===== src/rtl/costas_pkg.sv =====
// Shared constants and saturating arithmetic helpers for the Costas loop filter.
// The helpers operate on a wide signed carrier; callers size-cast the result.
package costas_pkg;

   localparam logic MODE_BPSK = 1'b0;
   localparam logic MODE_QPSK = 1'b1;

   localparam logic [3:0] DEF_KP_SHIFT = 4'd2;
   localparam logic [3:0] DEF_KI_SHIFT = 4'd4;

   localparam int WIDE_W = 64;
   typedef logic signed [WIDE_W-1:0] wide_t;

   // Clamp x into the signed range of a w-bit word.
   function automatic wide_t sat_w(input wide_t x, input int w);
      wide_t hi;
      wide_t lo;
      hi = (wide_t'(1) <<< (w - 1)) - wide_t'(1);
      lo = -hi - wide_t'(1);
      if (x > hi)
         return hi;
      else if (x < lo)
         return lo;
      else
         return x;
   endfunction

   function automatic wide_t sat_add(input wide_t a, input wide_t b, input int w);
      return sat_w(a + b, w);
   endfunction

   function automatic wide_t sat_neg(input wide_t a, input int w);
      return sat_w(-a, w);
   endfunction

endpackage


===== src/rtl/costas_phase_detector.sv =====
// Stage 1 of the Costas loop: BPSK/QPSK phase-error detector and its register.
// Sign decisions use the MSB, so zero is treated as positive.
module costas_phase_detector
   import costas_pkg::*;
#(
   parameter int WIDTH = 16
) (
   input  logic                    clk,
   input  logic                    rst,
   input  logic                    i_mode,
   input  logic signed [WIDTH-1:0] i_idata,
   input  logic signed [WIDTH-1:0] i_qdata,
   input  logic                    i_vld,
   output logic signed [WIDTH-1:0] o_e,
   output logic                    o_vld
);

   wide_t                   w_si_q;
   wide_t                   w_sq_i;
   logic signed [WIDTH-1:0] w_e;
   logic signed [WIDTH-1:0] r_e_p1;
   logic                    r_vld_p1;

   always_comb begin
      w_si_q = i_idata[WIDTH-1] ? -wide_t'(i_qdata) : wide_t'(i_qdata);
      w_sq_i = i_qdata[WIDTH-1] ? -wide_t'(i_idata) : wide_t'(i_idata);
      w_e    = '0;
      if (i_mode == MODE_QPSK)
         w_e = WIDTH'(sat_w((w_si_q - w_sq_i) >>> 1, WIDTH));
      else if (i_idata[WIDTH-1])
         w_e = WIDTH'(sat_neg(wide_t'(i_qdata), WIDTH));
      else
         w_e = i_qdata;
   end

   // ---- stage 1 register ----
   always_ff @(posedge clk) begin
      if (rst) begin
         r_e_p1   <= '0;
         r_vld_p1 <= 1'b0;
      end else begin
         r_vld_p1 <= i_vld;
         if (i_vld)
            r_e_p1 <= w_e;
      end
   end

   assign o_e   = r_e_p1;
   assign o_vld = r_vld_p1;

endmodule


===== src/rtl/costas_loop_filter.sv =====
// Costas phase-error detector followed by a shift-gain PI loop filter whose
// saturated output drives the NCO feedback input (3-clock latency, no stalls).
module costas_loop_filter
   import costas_pkg::*;
#(
   parameter int WIDTH     = 16,
   parameter int ACC_WIDTH = 24
) (
   input  logic                    clk,
   input  logic                    rst,
   input  logic                    MODE,
   input  logic [3:0]              KP_SHIFT,
   input  logic [3:0]              KI_SHIFT,
   input  logic                    INT_CLEAR,
   input  logic signed [WIDTH-1:0] i_tdata,
   input  logic signed [WIDTH-1:0] q_tdata,
   input  logic                    iq_tvalid,
   output logic signed [WIDTH-1:0] feedback_tdata,
   output logic                    feedback_tvalid,
   output logic                    integ_sat
);

   localparam int FRAC = ACC_WIDTH - WIDTH;

   logic signed [WIDTH-1:0]     w_e_p1;
   logic                        w_vld_p1;
   logic signed [WIDTH-1:0]     w_prop;
   wide_t                       w_inc;
   wide_t                       w_sum;
   logic signed [ACC_WIDTH-1:0] w_integ;
   logic                        w_clip;
   logic signed [WIDTH-1:0]     w_integ_hi;
   logic signed [WIDTH-1:0]     w_fb;

   logic signed [WIDTH-1:0]     r_prop_p2;
   logic signed [ACC_WIDTH-1:0] r_integ_p2;
   logic                        r_sat_p2;
   logic                        r_vld_p2;
   logic signed [WIDTH-1:0]     r_fb_p3;
   logic                        r_vld_p3;

   costas_phase_detector #(
      .WIDTH (WIDTH)
   ) u_detector (
      .clk     (clk),
      .rst     (rst),
      .i_mode  (MODE),
      .i_idata (i_tdata),
      .i_qdata (q_tdata),
      .i_vld   (iq_tvalid),
      .o_e     (w_e_p1),
      .o_vld   (w_vld_p1)
   );

   // Integrator input is the error aligned to the accumulator's fractional point.
   always_comb begin
      w_prop     = w_e_p1 >>> KP_SHIFT;
      w_inc      = (wide_t'(w_e_p1) <<< FRAC) >>> KI_SHIFT;
      w_sum      = wide_t'(r_integ_p2) + w_inc;
      w_integ    = ACC_WIDTH'(sat_w(w_sum, ACC_WIDTH));
      w_clip     = (wide_t'(w_integ) != w_sum);
      w_integ_hi = r_integ_p2[ACC_WIDTH-1:FRAC];
      w_fb       = WIDTH'(sat_add(wide_t'(r_prop_p2), wide_t'(w_integ_hi), WIDTH));
   end

   // ---- stage 2: proportional and integral terms ----
   always_ff @(posedge clk) begin
      if (rst) begin
         r_prop_p2  <= '0;
         r_integ_p2 <= '0;
         r_sat_p2   <= 1'b0;
         r_vld_p2   <= 1'b0;
      end else begin
         r_vld_p2 <= w_vld_p1;
         if (w_vld_p1)
            r_prop_p2 <= w_prop;
         if (INT_CLEAR) begin
            r_integ_p2 <= '0;
            r_sat_p2   <= 1'b0;
         end else if (w_vld_p1) begin
            r_integ_p2 <= w_integ;
            r_sat_p2   <= w_clip;
         end
      end
   end

   // ---- stage 3: combined, saturated correction ----
   always_ff @(posedge clk) begin
      if (rst) begin
         r_fb_p3  <= '0;
         r_vld_p3 <= 1'b0;
      end else begin
         r_vld_p3 <= r_vld_p2;
         if (r_vld_p2)
            r_fb_p3 <= w_fb;
      end
   end

   assign feedback_tdata  = r_fb_p3;
   assign feedback_tvalid = r_vld_p3;
   assign integ_sat       = r_sat_p2;

endmodule


===== config.mk =====
export PLATFORM = sky130hd
export DESIGN_NAME = costas_loop_filter
export DESIGN_NICKNAME = d
export VERILOG_FILES = /design/src/rtl/costas_pkg.sv /design/src/rtl/costas_phase_detector.sv /design/src/rtl/costas_loop_filter.sv
export SDC_FILE = /design/constraint.sdc
export NUM_CORES = 1
export LEC_CHECK = 0
export CORE_MARGIN = 5
export CORE_UTILIZATION = 55
export DETAILED_ROUTE_END_ITERATION = 10
export GPL_TIMING_DRIVEN = 0
export PLACE_DENSITY = 0.81
export SLEW_MARGIN = 10
export SYNTH_ARGS = -nofsm -noshare
export SYNTH_HDL_FRONTEND = slang
export SYNTH_SLANG_ARGS = --single-unit
export TNS_END_PERCENT = 30

===== constraint.sdc =====
create_clock -name clk -period 9.3 [get_ports clk]
set_input_delay 0.93 -clock clk [delete_from_list [all_inputs] [get_ports clk]]
set_output_delay 0.93 -clock clk [all_outputs]
set_load 0.1 [all_outputs]

# Word level (Yosys, flattened, before mapping)
# Index checks and enable logic that the tools add are counted.
dict set report totals {
  out_inout_bits 18
  word_cells 37
  ff_bits 76
  inputBits 45
}
dict set report classes {
  eq_ne 1
  magnitude_cmp 8
  mux 12
  n_addsub 5
  reduce_logical 1
  n_shift 2
}
# operator n
set ops {}
lappend ops {{2-to-1 mux 16 bit} 8}
lappend ops {{2-to-1 mux 64 bit} 2}
lappend ops {{negation 16 -> 64 bit} 2}
lappend ops {{adder 24 x 64 -> 64 bit} 1}
lappend ops {{greater-than comparator 64 x 16 -> 1 bit, second input constant} 1}
lappend ops {{greater-than comparator 64 x 24 -> 1 bit, second input constant} 1}
lappend ops {{less-than comparator 64 x 16 -> 1 bit, second input constant} 1}
lappend ops {{less-than comparator 64 x 24 -> 1 bit, second input constant} 1}
lappend ops {{inequality test 24 x 64 -> 1 bit} 1}
lappend ops {{>>> shifter 24 x 4 -> 64 bit} 1}
lappend ops {{subtractor 64 bit} 1}
lappend ops {{greater-than comparator 63 x 16 -> 1 bit, second input constant} 1}
lappend ops {{less-than comparator 63 x 16 -> 1 bit, second input constant} 1}
lappend ops {{2-to-1 mux 24 bit} 2}
lappend ops {{adder 16 x 16 -> 17 bit} 1}
lappend ops {{greater-than comparator 17 x 16 -> 1 bit, second input constant} 1}
lappend ops {{less-than comparator 17 x 16 -> 1 bit, second input constant} 1}
lappend ops {{>>> shifter 16 x 4 -> 16 bit} 1}
lappend ops {{OR reduction 2 bit} 1}

# Longest topological paths before layout
# Gate-level depths: netlist of the first run.
dict set report depth {
  word_depth 7
  ltp_mapped 28
  ltp_nobuf 26
}

# Hierarchy
# Synthesis of the first run repeated with hierarchy kept, for this count alone.
dict set report hier_totals {
  cells_unflattened 1962
  hier_area_um2 13611.8
}
# mod seq_area_each_um2 cells_per_inst n_inst area_per_inst_um2
set modules_own_cells {}
lappend modules_own_cells {costas_phase_detector 340.3 1176 1 7602.3}
lappend modules_own_cells {costas_loop_filter 1181.1 786 1 6009.5}

# Worst setup path before layout of the first run
# OpenSTA, ideal clock, no wires.
dict set report synth_timing {
  path_kind {input port to flip-flop}
  startpoint {input KI_SHIFT[0]}
  endpoint {register r_integ_p2[12]}
  arrival_time_ns 6.526
  required_ns 9.168
  setup_time_ns 0.132
  n_path_buf 3
  cell_stages 27
  slack_ns 2.642
  cell_sequence {clkbuf_1 buf_1 mux2i_1 nand2_1 o21ai_0 mux2i_1 nand2_1 o31a_1 inv_1 ha_1 a21o_1 a21oi_1 o21a_1 o221ai_1 a41o_1 a31o_2 a221oi_1 o21a_1 o21bai_1 fa_1 nor4b_1 nand2_1 nor3_1 nand3_1 a21oi_1 clkbuf_1 a21oi_1}
}
dict set report synth_via {
  elab_chain_cells 5
  word_cells_on_any_way 6
  classes_between {add/sub (1); order compare (2); shift (1); mux (2)}
}
# element line
set synth_rtl {}
lappend synth_rtl {{start: declaration} costas_loop_filter.sv:13} ;# input logic [3:0] KI_SHIFT,
lappend synth_rtl {{>>> shifter 24 x 4 -> 64 bit *} costas_loop_filter.sv:58} ;# w_inc = (wide_t'(w_e_p1) <<< FRAC) >>> KI_SHIFT;
lappend synth_rtl {{adder 24 x 64 -> 64 bit *} costas_loop_filter.sv:59} ;# w_sum = wide_t'(r_integ_p2) + w_inc;
lappend synth_rtl {{less-than comparator 64 x 24 -> 1 bit} costas_pkg.sv:22} ;# else if (x < lo)
lappend synth_rtl {{2-to-1 mux 24 bit} costas_pkg.sv:22}
lappend synth_rtl {{2-to-1 mux 24 bit *} costas_pkg.sv:20} ;# if (x > hi)
lappend synth_rtl {{end signal: assignment} costas_loop_filter.sv:81} ;# r_integ_p2 <= w_integ;
lappend synth_rtl {{end: declaration} costas_loop_filter.sv:36} ;# logic signed [ACC_WIDTH-1:0] r_integ_p2;
# Mark *: on every way between the ends. The rest lies on a longest branch, timed or not.
# A chain may end at the register's enable or synchronous reset.

# Worst setup path after layout of the first run
dict set report layout_timing {
  startpoint {input q_tdata[0]}
  endpoint {register u_detector.r_e_p1[14], in the netlist u_detector.o_e[14]}
}
dict set report layout_via {
  elab_chain_cells 7
  word_cells_on_any_way 13
  classes_between {add/sub (2); order compare (4); mux (7)}
}
# element line
set layout_rtl {}
lappend layout_rtl {{start: declaration} costas_loop_filter.sv:16} ;# input logic signed [WIDTH-1:0] q_tdata,
lappend layout_rtl {{negation 16 -> 64 bit} {costas_pkg.sv:33, costas_phase_detector.sv:25}}
lappend layout_rtl {{2-to-1 mux 64 bit} costas_phase_detector.sv:25} ;# w_si_q = i_idata[WIDTH-1] ? -wide_t'(i_qdata) : wide_t'(i_qdata);
lappend layout_rtl {{subtractor 64 bit} costas_phase_detector.sv:29} ;# w_e = WIDTH'(sat_w((w_si_q - w_sq_i) >>> 1, WIDTH));
lappend layout_rtl {{less-than comparator 63 x 16 -> 1 bit} costas_pkg.sv:22}
lappend layout_rtl {{2-to-1 mux 16 bit} costas_pkg.sv:22}
lappend layout_rtl {{2-to-1 mux 16 bit} costas_pkg.sv:20}
lappend layout_rtl {{2-to-1 mux 16 bit *} costas_phase_detector.sv:28} ;# if (i_mode == MODE_QPSK)
lappend layout_rtl {{end signal: assignment} costas_phase_detector.sv:44} ;# r_e_p1 <= w_e;
lappend layout_rtl {{end: declaration} costas_phase_detector.sv:21} ;# logic signed [WIDTH-1:0] r_e_p1;
# Marks and branches as above.

==> results.txt, run 1 <==
Status -> finished, final reports clean
Clk pwr share -> 18.7%
Slew Limit Fails -> 0
Hold Vio Cnt, Final -> 0
Cell Rows -> 56
Most frequent cells in the layout -> nand2_1 (249), a21oi_1 (204), o21ai_0 (144), nor2_1 (137), ha_1 (132)
Asr flop ratio synth -> 0%
Die X -> 164 um
Post-CTS Hold Fix Bufs -> 0
Sequential area share after synthesis -> 11.6%
Number of distinct library cells after synthesis -> 95
Post-synthesis xor/xnor area fraction -> 7.01%
Top FF cell, synth -> dfxtp_1
Post-synthesis mux area share -> 5.65%
Chip height -> 164 um
Routed vias/inst -> 6.53
Register-to-Register Path Depth -> 25
Gr ovfl total -> 0
NetSw -> 0.931 mW
Post-synthesis compound-gate area fraction -> 30.8%
Sequential Power Share -> 20.6%
Worst Path Arrival -> 8.41 ns
Syn Area/Cell -> 7.04 um2
Comb power frac -> 60.7%
CTS Buffer Depth -> 2
Setup repair after global routing missed its margin -> no
Initial Util -> 55.9%
1st-pass router iterations -> 9
Wire per inst -> 20.6 um
Post-DP HPWL -> 38.3 mm
H-tree depth -> 3
Worst-path fanout max -> 10
Global-route wire length before repair -> 73.1 mm
Commonest non-fill, non-tap cell in the layout -> nand2_1
Ys Warns -> 0
Crit path kind -> input pin to register
Min cycle time layout -> 8.18 ns
Routed WL -> 46.5 mm
Endpoint class of the critical path -> register
# nets final -> 2123
Slew margin rel. -> 28.3%
Vias in the first global route -> 14100
GR Util All Layers -> 33.6%
Core area -> 23500 um2
Worst VDD drop -> 0.0704 mV
Gpl congestion -> 1.01
Post-Syn Area -> 13100 um2
# setup viols final -> 0
Final cell count without fillers -> 2259
Port Buffers -> 59
ANT nets after route -> 0
CTS tree -> yes
Area Overhead vs Synth -> 9.87%
Fin Clk Skew -> 0.00880 ns
Syn nets -> 2053
CTS sink count -> 76
Number of DRC markers in iteration 0 -> 1577
Gate Count Post-Synth -> 1864
Layout cells sized above 1 -> 4.49%
Post-Synth Adder-Cell Area -> 15.5%
CTS buffer count -> 9
Placed insts -> 2242
Switching share of power -> 48.9%
CTS clk-pin slew, worst paths -> 0.07 ns
Largest net degree at the start of global routing -> 26
Fillers -> 2192
# DRC -> 0
Combinational family with the most area after synthesis -> compound AO/OA/AOI/OAI gates
Post-synthesis simple-gate area fraction -> 24.8%
Die area -> 27100 um2
Gates resized, CTS repair -> 0
Internal power -> 0.972 mW
Initial antenna violation count -> 1
Post-CTS Setup Repair Bufs -> 0
I/O pin count -> 63
CTS root buffer -> clkbuf_16
Leakage -> 5.81 nW
Final period utilization -> 87.9%
Hold path cells -> 2
FMAX -> 0.122 GHz
Worst-Skew Late Latency -> 0.35 ns
Startpoint Class -> input pin
Via count -> 14800
Worst hold-check path type -> register to register
Fin Setup TNS -> 0 ns
Worst EP required -> 9.53 ns
Max_cap viols -> 0
Cell Pwr Density -> 132 nW/um2
FF+latch count, synth -> 76
Post-synth EDFFs -> 0
Slew @ Worst Pin -> 1.08 ns
## logic make-up after synthesis
family	Yosys count
adder cells (fa/ha/maj)	158
buffers and inverters	157
AO/OA/AOI/OAI	642
multiplexers	62
XOR/XNOR	105
AND/OR/NAND/NOR	664
flip-flops	76
## power by group through the flow
stage	Clock [mW]	Sequential, mW	Combinational, mW
4_1_cts	0.359	0.390	1.13
3_5_place_dp	0	0.397	1.12
2_1_floorplan	0	0.407	0.809
3_3_place_gp	0	0.396	1.10
5_1_grt	0.375	0.393	1.26
6_report	0.357	0.392	1.16
## per-stage QoR
| stage | cell area, um2 | hold WS [ns] | power (mW) | worst slack (ns) | util (%) |
|---|---|---|---|---|---|
| finish | 14400 | 0.469 | 1.90 | 1.12 | 61.4 |
| global route | 14400 | 0.496 | 2.03 | 0.786 | 61.4 |
| CTS | 14400 | 0.468 | 1.88 | 1.36 | 61.4 |
| detailed placement | 14100 | 0.459 | 1.52 | 1.03 | 60.1 |
| global placement | 14100 | 0.455 | 1.50 | 1.12 | 60.1 |
| floorplan | 13100 | 0.445 | 1.22 | 2.64 | - |
## layer usage
layer / wire, um / share of wire, % / vias up / track usage (%)
met3: 3040 / 6.5 / 203 / 4.49
met2: 22100 / 47 / 670 / 58.5
met4: 3390 / 7.3 / 0 / 20.7
met5: 0 / 0 / - / 0
li1: - / - / 7060 / -
met1: 18000 / 39 / 6829 / 38.9
## registers in the layout, indices dropped and copies added (netlist names)
name	count
feedback_tvalid	1
u_detector.o_vld	1
r_integ_p2	24
u_detector.o_e	16
r_vld_p2	1
integ_sat	1
r_prop_p2	16
feedback_tdata	16
## cells in the mapped netlist, types with 9 or more instances
cell	number	area share, %
a211oi_1	34	1.9
a21o_1	58	3.3
a21oi_1	204	7.8
a31oi_1	17	0.81
a32oi_1	16	1.1
and2_1	14	0.67
and3_1	16	0.76
and4_1	9	0.60
clkbuf_1	95	2.7
dfxtp_1	76	12
fa_1	12	1.8
ha_1	132	13
inv_1	47	1.3
maj3_1	14	1.1
mux2_2	17	1.5
mux2i_1	37	2.8
nand2_1	249	7.1
nand2b_1	27	1.3
nand3_1	36	1.4
nand4_1	30	1.4
nor2_1	137	3.9
nor2b_1	17	0.81
nor3_1	34	1.3
nor4_1	19	0.91
o211ai_1	21	1.2
o21a_1	27	1.5
o21ai_0	144	5.5
o21ai_1	15	0.57
o21bai_1	12	0.69
o31ai_1	15	0.86
or2_2	12	0.57
or3_1	13	0.62
or4_1	10	0.57
xnor2_1	69	4.6
xor2_1	36	2.4
## path summary, 6_finish.rpt
| kind | startpoint | to | slack (ns) |
|---|---|---|---|
| min | r_prop_p2[8]$_SDFFE_PP0P_ | r_prop_p2[8]$_SDFFE_PP0P_ | 0.47 |
| max reg2reg | u_detector.o_e[4]$_SDFFE_PP0P_ | r_integ_p2[2]$_SDFFE_PP0P_ | 2.53 |
| max | q_tdata[0] | u_detector.o_e[14]$_SDFFE_PP0P_ | 1.12 |
| min reg2reg | r_prop_p2[8]$_SDFFE_PP0P_ | r_prop_p2[8]$_SDFFE_PP0P_ | 0.47 |
## layout make-up
class | count | area (um2) | share of cell area (%)
Multi-Input combinational cell | 1631 | 11000 | 76.2
Inverter | 48 | 180 | 1.25
Tap cell | 319 | 399 | 2.77
Antenna cell | 1 | 2.50 | 0.0174
Sequential cell | 76 | 1520 | 10.6
Clock inverter | 7 | 71.3 | 0.495
Buffer | 109 | 435 | 3.02
Clock buffer | 9 | 225 | 1.56
Timing Repair Buffer | 59 | 591 | 4.10
## critical path, cell delays in order
cell             delay (ns)
clkdlybuf4s50_1        0.47
or2_2                  0.31
or4_1                  0.45
or2_2                  0.33
nand2b_1               0.20
or3_1                  0.45
inv_2                  0.13
clkbuf_1               0.40
nand2_1                0.11
ha_1                   0.40
a21oi_1                0.11
ha_1                   0.48
nand2_1                0.20
nor4_2                 0.56
and2_1                 0.32
a211oi_1               0.12
o21ai_0                0.37
nor2_1                 0.18
o211ai_1               0.35
o2111ai_1              0.19
nor4_1                 0.52
nand4_2                0.31
buf_6                  0.23
a32oi_1                0.20
o21ai_1                0.10
(Power assumes the default switching activity.)
==> run 2: changes to the inputs <==
--- a/config.mk
+++ b/config.mk
@@ -8,6 +8,7 @@
 export CORE_MARGIN = 5
 export CORE_UTILIZATION = 55
 export DETAILED_ROUTE_END_ITERATION = 10
+export GPL_ROUTABILITY_DRIVEN = 0
 export GPL_TIMING_DRIVEN = 0
 export PLACE_DENSITY = 0.81
 export SLEW_MARGIN = 10
==> run 2 against run 1 <==
- count of clock-buffer cells in the layout is the same
- clock skew is 0.00057 ns higher
- register-to-register slack got worse by 0.06 ns
- sequential power is essentially flat
- design area hardly changed
- largest cell class unchanged
==> results.txt, run 2 (same netlist as run 1, synthesis figures left out) <==
Via count -> 15000 (was 14800)
Slew margin rel. -> 28.6% (was 28.3%)
CTS root buffer -> clkbuf_16 (unchanged)
Gates resized, CTS repair -> 0 (unchanged)
Clk pwr share -> 18.6% (was 18.7%)
Leakage -> 5.80 nW (was 5.81 nW)
Reg2reg setup slack -> 2.47 ns (was 2.53 ns)
Pre-CTS WS -> 1.11 ns (was 1.03 ns)
Die X -> 164 um (unchanged)
1st-pass router iterations -> 6 (was 9)
Hold Vio Cnt, Final -> 0 (unchanged)
CTS sink count -> 76 (unchanged)
Global-route wire length before repair -> 69.7 mm (was 73.1 mm)
Cell Rows -> 56 (unchanged)
Worst-Skew Late Latency -> 0.35 ns (about the same)
Sequential Power Share -> 20.7% (was 20.6%)
Final cell count without fillers -> 2259 (unchanged)
Number of DRC markers in iteration 0 -> 1952 (was 1577)
Endpoint class of the critical path -> register (unchanged)
Layout cells sized above 1 -> 4.44% (was 4.49%)
Final Instance Area -> 14400 um2 (about the same)
Vias in the first global route -> 14000 (was 14100)
Switching share of power -> 48.6% (was 48.9%)
Fin Clk Skew -> 0.00937 ns (was 0.00880 ns)
Routed WL -> 43.5 mm (was 46.5 mm)
Placed insts -> 2242 (unchanged)
Slew @ Worst Pin -> 1.07 ns (was 1.08 ns)
CTS buffer count -> 9 (unchanged)
Largest reg by FF count -> r_integ_p2 (unchanged)
CTS tree -> yes (unchanged)
Startpoint Class -> input pin (unchanged)
H-tree depth -> 3 (unchanged)
Initial Util -> 55.9% (unchanged)
Post-DP HPWL -> 35.5 mm (was 38.3 mm)
CTS clk-pin slew, worst paths -> 0.07 ns (about the same)
Most frequent cells in the layout -> nand2_1 (249), a21oi_1 (204), o21ai_0 (144), nor2_1 (137), ha_1 (132) (unchanged)
Fillers -> 2164 (was 2192)
Reg-to-reg critical path startpoint -> u_detector.o_e[0]$_SDFFE_PP0P_ (was u_detector.o_e[4]$_SDFFE_PP0P_)
Area Overhead vs Synth -> 9.78% (was 9.87%)
Slew Limit Fails -> 0 (unchanged)
Initial antenna violation count -> 0 (was 1)
Post-placement cell area -> 14100 um2 (unchanged)
I/O pin count -> 63 (unchanged)
Worst-path fanout max -> 10 (unchanged)
Final period utilization -> 86.6% (was 87.9%)
Register-to-Register Path Depth -> 24 (was 25)
Core area -> 23500 um2 (unchanged)
Max_cap viols -> 0 (unchanged)
Setup repair after global routing missed its margin -> no (unchanged)
Wire per inst -> 19.2 um (was 20.6 um)
Hold path cells -> 2 (unchanged)
# DRC -> 0 (unchanged)
NetSw -> 0.915 mW (was 0.931 mW)
Die area -> 27100 um2 (unchanged)
Post-CTS Hold Fix Bufs -> 0 (unchanged)
Internal power -> 0.969 mW (was 0.972 mW)
Crit path kind -> input pin to register (unchanged)
CTS Buffer Depth -> 2 (unchanged)
Hold Slack -> 0.473 ns (was 0.469 ns)
Finished Core Util -> 61.4% (about the same)
Endpoint of the worst register-to-register path -> r_integ_p2[20]$_SDFFE_PP0P_ (was r_integ_p2[2]$_SDFFE_PP0P_)
GR Util All Layers -> 31.3% (was 33.6%)
Chip height -> 164 um (unchanged)
Total power -> 1.88 mW (was 1.90 mW)
Worst Path Arrival -> 8.28 ns (was 8.41 ns)
Hold Path Origin -> r_prop_p2[7]$_SDFFE_PP0P_ (was r_prop_p2[8]$_SDFFE_PP0P_)
Gr ovfl total -> 0 (unchanged)
Status -> finished, final reports clean (unchanged)
Min cycle time layout -> 8.05 ns (was 8.18 ns)
Largest net degree at the start of global routing -> 26 (unchanged)
Number of flip-flops in the largest register -> 24 (unchanged)
FMAX -> 0.124 GHz (was 0.122 GHz)
Post-CTS Setup Repair Bufs -> 0 (unchanged)
Fin Setup TNS -> 0 ns (unchanged)
Routed vias/inst -> 6.66 (was 6.53)
Cell Pwr Density -> 131 nW/um2 (was 132 nW/um2)
Worst hold-check path type -> register to register (unchanged)
Comb power frac -> 60.7% (about the same)
ANT nets after route -> 0 (unchanged)
Worst VDD drop -> 0.0848 mV (was 0.0704 mV)
Worst EP required -> 9.52 ns (was 9.53 ns)
Port Buffers -> 59 (unchanged)
Hold path endpoint -> r_prop_p2[7]$_SDFFE_PP0P_ (was r_prop_p2[8]$_SDFFE_PP0P_)
Post-route setup slack -> 1.25 ns (was 1.12 ns)
Commonest non-fill, non-tap cell in the layout -> nand2_1 (unchanged)
# nets final -> 2123 (unchanged)
# setup viols final -> 0 (unchanged)
[run 2: metal layers]
| layer | up-vias | routed length [um] | GRT usage (%) |
|---|---|---|---|
| met2 | 844 | 19700 | 52.5 |
| met5 | - | 0 | 0 |
| met3 | 208 | 3800 | 3.62 |
| met1 | 6930 | 17000 | 38.8 |
| met4 | 0 | 2950 | 18.0 |
| li1 | 7052 | - | - |
[run 2: layout make-up]
class                      count  area, um2  area share (%)
sequential                    76       1520            10.6
clock inverter                 7       66.3           0.460
multi-input combinational   1631      11000            76.3
inverter                      48        180            1.25
buffer                       109        435            3.02
timing repair buffer          59        591            4.10
tap                          319        399            2.77
clock buffer                   9        225            1.56
antenna                        1       2.50          0.0174
[run 2: worst max path at each step]
stage / from / endpoint / slack (ns) / cells past startpoint
finish: q_tdata[1] / u_detector.o_e[6]$_SDFFE_PP0P_ / 1.25 / 25
global route: q_tdata[0] / u_detector.o_e[6]$_SDFFE_PP0P_ / 0.78 / 25
CTS: q_tdata[1] / u_detector.o_e[6]$_SDFFE_PP0P_ / 1.47 / 25
detailed placement: q_tdata[1] / u_detector.o_e[2]$_SDFFE_PP0P_ / 1.11 / 25
global placement: q_tdata[0] / u_detector.o_e[2]$_SDFFE_PP0P_ / 1.23 / 25
floorplan: KI_SHIFT[0] / r_integ_p2[12]$_SDFFE_PP0P_ / 2.64 / 27
[run 2: power by group through the flow]
stage,logic (mW),clock network (mW),registers [mW]
after floorplan,0.809,0,0.407
after global placement,1.08,0,0.395
after detailed placement,1.10,0,0.395
after CTS,1.11,0.353,0.388
after global routing,1.24,0.367,0.393
final,1.14,0.350,0.390
[run 2: critical path, cell delays in order]
cell and delay (ns):
clkdlybuf4s50_1 0.45, or2_2 0.31, or4_1 0.44, or2_2 0.33
nand2b_1 0.20, or3_1 0.45, inv_2 0.12, clkbuf_1 0.30
nand2_1 0.10, ha_1 0.43, a21oi_1 0.10, ha_1 0.42
nand2_1 0.18, nor4_2 0.55, and2_1 0.34, a211oi_1 0.12
o21ai_0 0.47, nor2_1 0.19, o211ai_1 0.38, o2111ai_1 0.18
nor4_1 0.42, nand4_2 0.30, buf_6 0.24, a32oi_1 0.21
o21ai_1 0.10
==> edit, RTL diff (flow settings as in run 1) <==
Make the reset (`rst`) asynchronous in 3 clocked blocks.
--- a/src/rtl/costas_phase_detector.sv
+++ b/src/rtl/costas_phase_detector.sv
@@ -34,7 +34,7 @@
    end
 
    // ---- stage 1 register ----
-   always_ff @(posedge clk) begin
+   always_ff @(posedge clk or posedge rst) begin
       if (rst) begin
          r_e_p1   <= '0;
          r_vld_p1 <= 1'b0;
--- a/src/rtl/costas_loop_filter.sv
+++ b/src/rtl/costas_loop_filter.sv
@@ -64,7 +64,7 @@
    end
 
    // ---- stage 2: proportional and integral terms ----
-   always_ff @(posedge clk) begin
+   always_ff @(posedge clk or posedge rst) begin
       if (rst) begin
          r_prop_p2  <= '0;
          r_integ_p2 <= '0;
@@ -85,7 +85,7 @@
    end
 
    // ---- stage 3: combined, saturated correction ----
-   always_ff @(posedge clk) begin
+   always_ff @(posedge clk or posedge rst) begin
       if (rst) begin
          r_fb_p3  <= '0;
          r_vld_p3 <= 1'b0;
Check against the original RTL: not equivalent (Yosys sat finds a counterexample within 4 cycles, from zero or initial values and one cycle with rst high; the reset may be asserted at any time).
==> edit against run 1 <==
Cell area grew 5.3%; largest cell class unchanged; count of clock-buffer cells in the layout grew 1; critical endpoint is now u_detector.o_e[5]; global-route usage grew 0.40 points; power grew 57%; setup slack lost 220 ps; combinational power grew 80%; sequential share of layout area grew 2.0 points; critical path depth is the same; sequential cell count is the same; wire length grew 7.1%; synthesized area grew 5.5%; synthesized cell count grew 4.1%.
==> edit: results (changes against run 1) <==
| Metric | Value |
|---|---|
| Sequential-to-total area share from yosys stat | `13.7% (+2.1 points)` |
| Async SR Flop Fraction | `100% (+100 points)` |
| Synth top cells by count | `nand2_1, a21oi_1, nor2_1` |
| Number of global-route vias before repair | `14800 (+5.2%)` |
| Top cells by area, synth | `dfrtp_1, ha_1, a21oi_1` |
| Final HPWL DP | `40.7 mm (+6.2%)` |
| R2R cell count | `21 (-16%)` |
| Min-delay src | `r_vld_p2` |
| Reg2reg end | `r_integ_p2[0]` |
| Worst Hold End | `feedback_tvalid` |
| Largest net degree at the start of global routing | `53 (+100%)` |
| Crit path launch | `q_tdata[4]` |
| Iter 0 DRT Violations | `1775 (+13%)` |
| GRT Resource Usage Total | `34.0% (+0.40 points)` |
| Final #Nets | `2194 (+3.3%)` |
| Relative slew slack | `30.4% (+2.1 points)` |
| Static leakage | `6.33 nW (+9.1%)` |
| Run status | `finished clean` |
| Number of setup buffers added after CTS | `0 (unchanged)` |
| Later-pin clock latency in the skew report | `340 ps` |
| Antenna Cells | `0 (-1)` |
| Yosys cell types | `103 (+8.4%)` |
| Pre-CTS setup slack | `867 ps (-167 ps)` |
| DR pass1 iterations | `8 (-1)` |
| R2R setup slack | `2240 ps (-290 ps)` |
| Total number of vias | `15500 (+5.1%)` |
| Initial antenna violation count | `0 (-1)` |
| Final Routed Wirelength | `49.8 mm (+7.1%)` |
| Reg clk slew, reported paths | `around 60 ps` |
| Gpl congestion | `1.06 (+4.2%)` |
| CP max stage delay | `770 ps (+210 ps)` |
| First-pass GRT wire length | `78.9 mm (+8.0%)` |
| Hold Path Depth | `0 (-2)` |
| Layout cell share with drive strength beyond 1 | `5.56% (+1.1 points)` |
| FF-to-FF Start | `u_detector.o_e[15]` |
| Port-buffer cells | `57 (-3.4%)` |
| Slowest stage cell, crit path | `a311oi_1` |
| Final Skew | `6.26 ps (-2.54 ps)` |
| Max reg flops | `24 (unchanged)` |
| Syn_nets | `2125 (+3.5%)` |
| VDD IR max | `0.000287 V (+310%)` |
-- edit: cell count changes after synthesis, moves of 16 or more --
cell	before	now
dfrtp_1	0	76
a211oi_1	34	50
nor2_1	137	189
dfxtp_1	76	0
inv_1	47	79
-- edit: through the flow --
stage / hold WS, ps / util (%) / area [um^2] / instances
global placement: 386 / 59.4 / 14800 / 2328
floorplan: 370 / - / 13800 / 1941
finish: 403 / 60.8 / 15200 / 2345
CTS: 402 / 60.8 / 15200 / 2345
detailed placement: 388 / 59.5 / 14900 / 2329
global route: 418 / 60.8 / 15200 / 2345
-- edit: worst reg2reg max path: cells and delay by family, from the launching register on --
family | cells | cell delay, ps
AND/OR/NAND/NOR | 4 | 1270
AO/OA/AOI/OAI | 10 | 2590
buffers and inverters | 2 | 750
adder cells (fa/ha/maj) | 2 | 820
multiplexers | 3 | 890
flip-flops | 1 | 570
-- edit: cell type report --
class	instances	area, um^2
tap	330	413
clock inverter	6	95.1
timing repair buffer	58	598
fill	2343	9780
inverter	81	307
sequential	76	1900
buffer	110	474
clock buffer	10	229
multi-input combinational	1674	11200
-- edit: power by group --
group	switching, mW	total (mW)	internal, mW
Clock	0.150	0.388	0.238
Combinational	1.37	2.09	0.722
Sequential	0.0883	0.501	0.412
Total	1.61	2.98	1.37
-- edit: how the worst max path moves through the flow --
stage | endpoint | slack, ps | depth (start not counted)
after floorplan | integ_sat | 2680 | 22
final | u_detector.o_e[5] | 900 | 25
after detailed placement | u_detector.o_e[5] | 870 | 23
after global routing | u_detector.o_e[14] | 480 | 24
after CTS | u_detector.o_e[5] | 1160 | 25
after global placement | u_detector.o_e[9] | 850 | 25
-- edit: cells by family (layout without fill, tap and decap cells) --
logic type / count (synthesis) / in the layout / share of synthesized area, %
buffers and inverters: 191 / 265 / 5.62
adder cells (fa/ha/maj): 139 / 139 / 13.2
AO/OA/AOI/OAI: 666 / 666 / 31.6
multiplexers: 59 / 59 / 4.74
AND/OR/NAND/NOR: 713 / 713 / 24.9
flip-flops: 76 / 76 / 13.7
XOR/XNOR: 97 / 97 / 6.14
-- edit: metal layers --
metal	vias up	track usage, %	routed length, um
met5	-	0	0
met4	0	16.5	2880
met3	169	2.92	3250
met2	748	60.4	24200
met1	7273	41.3	19500
li1	7328	-	-
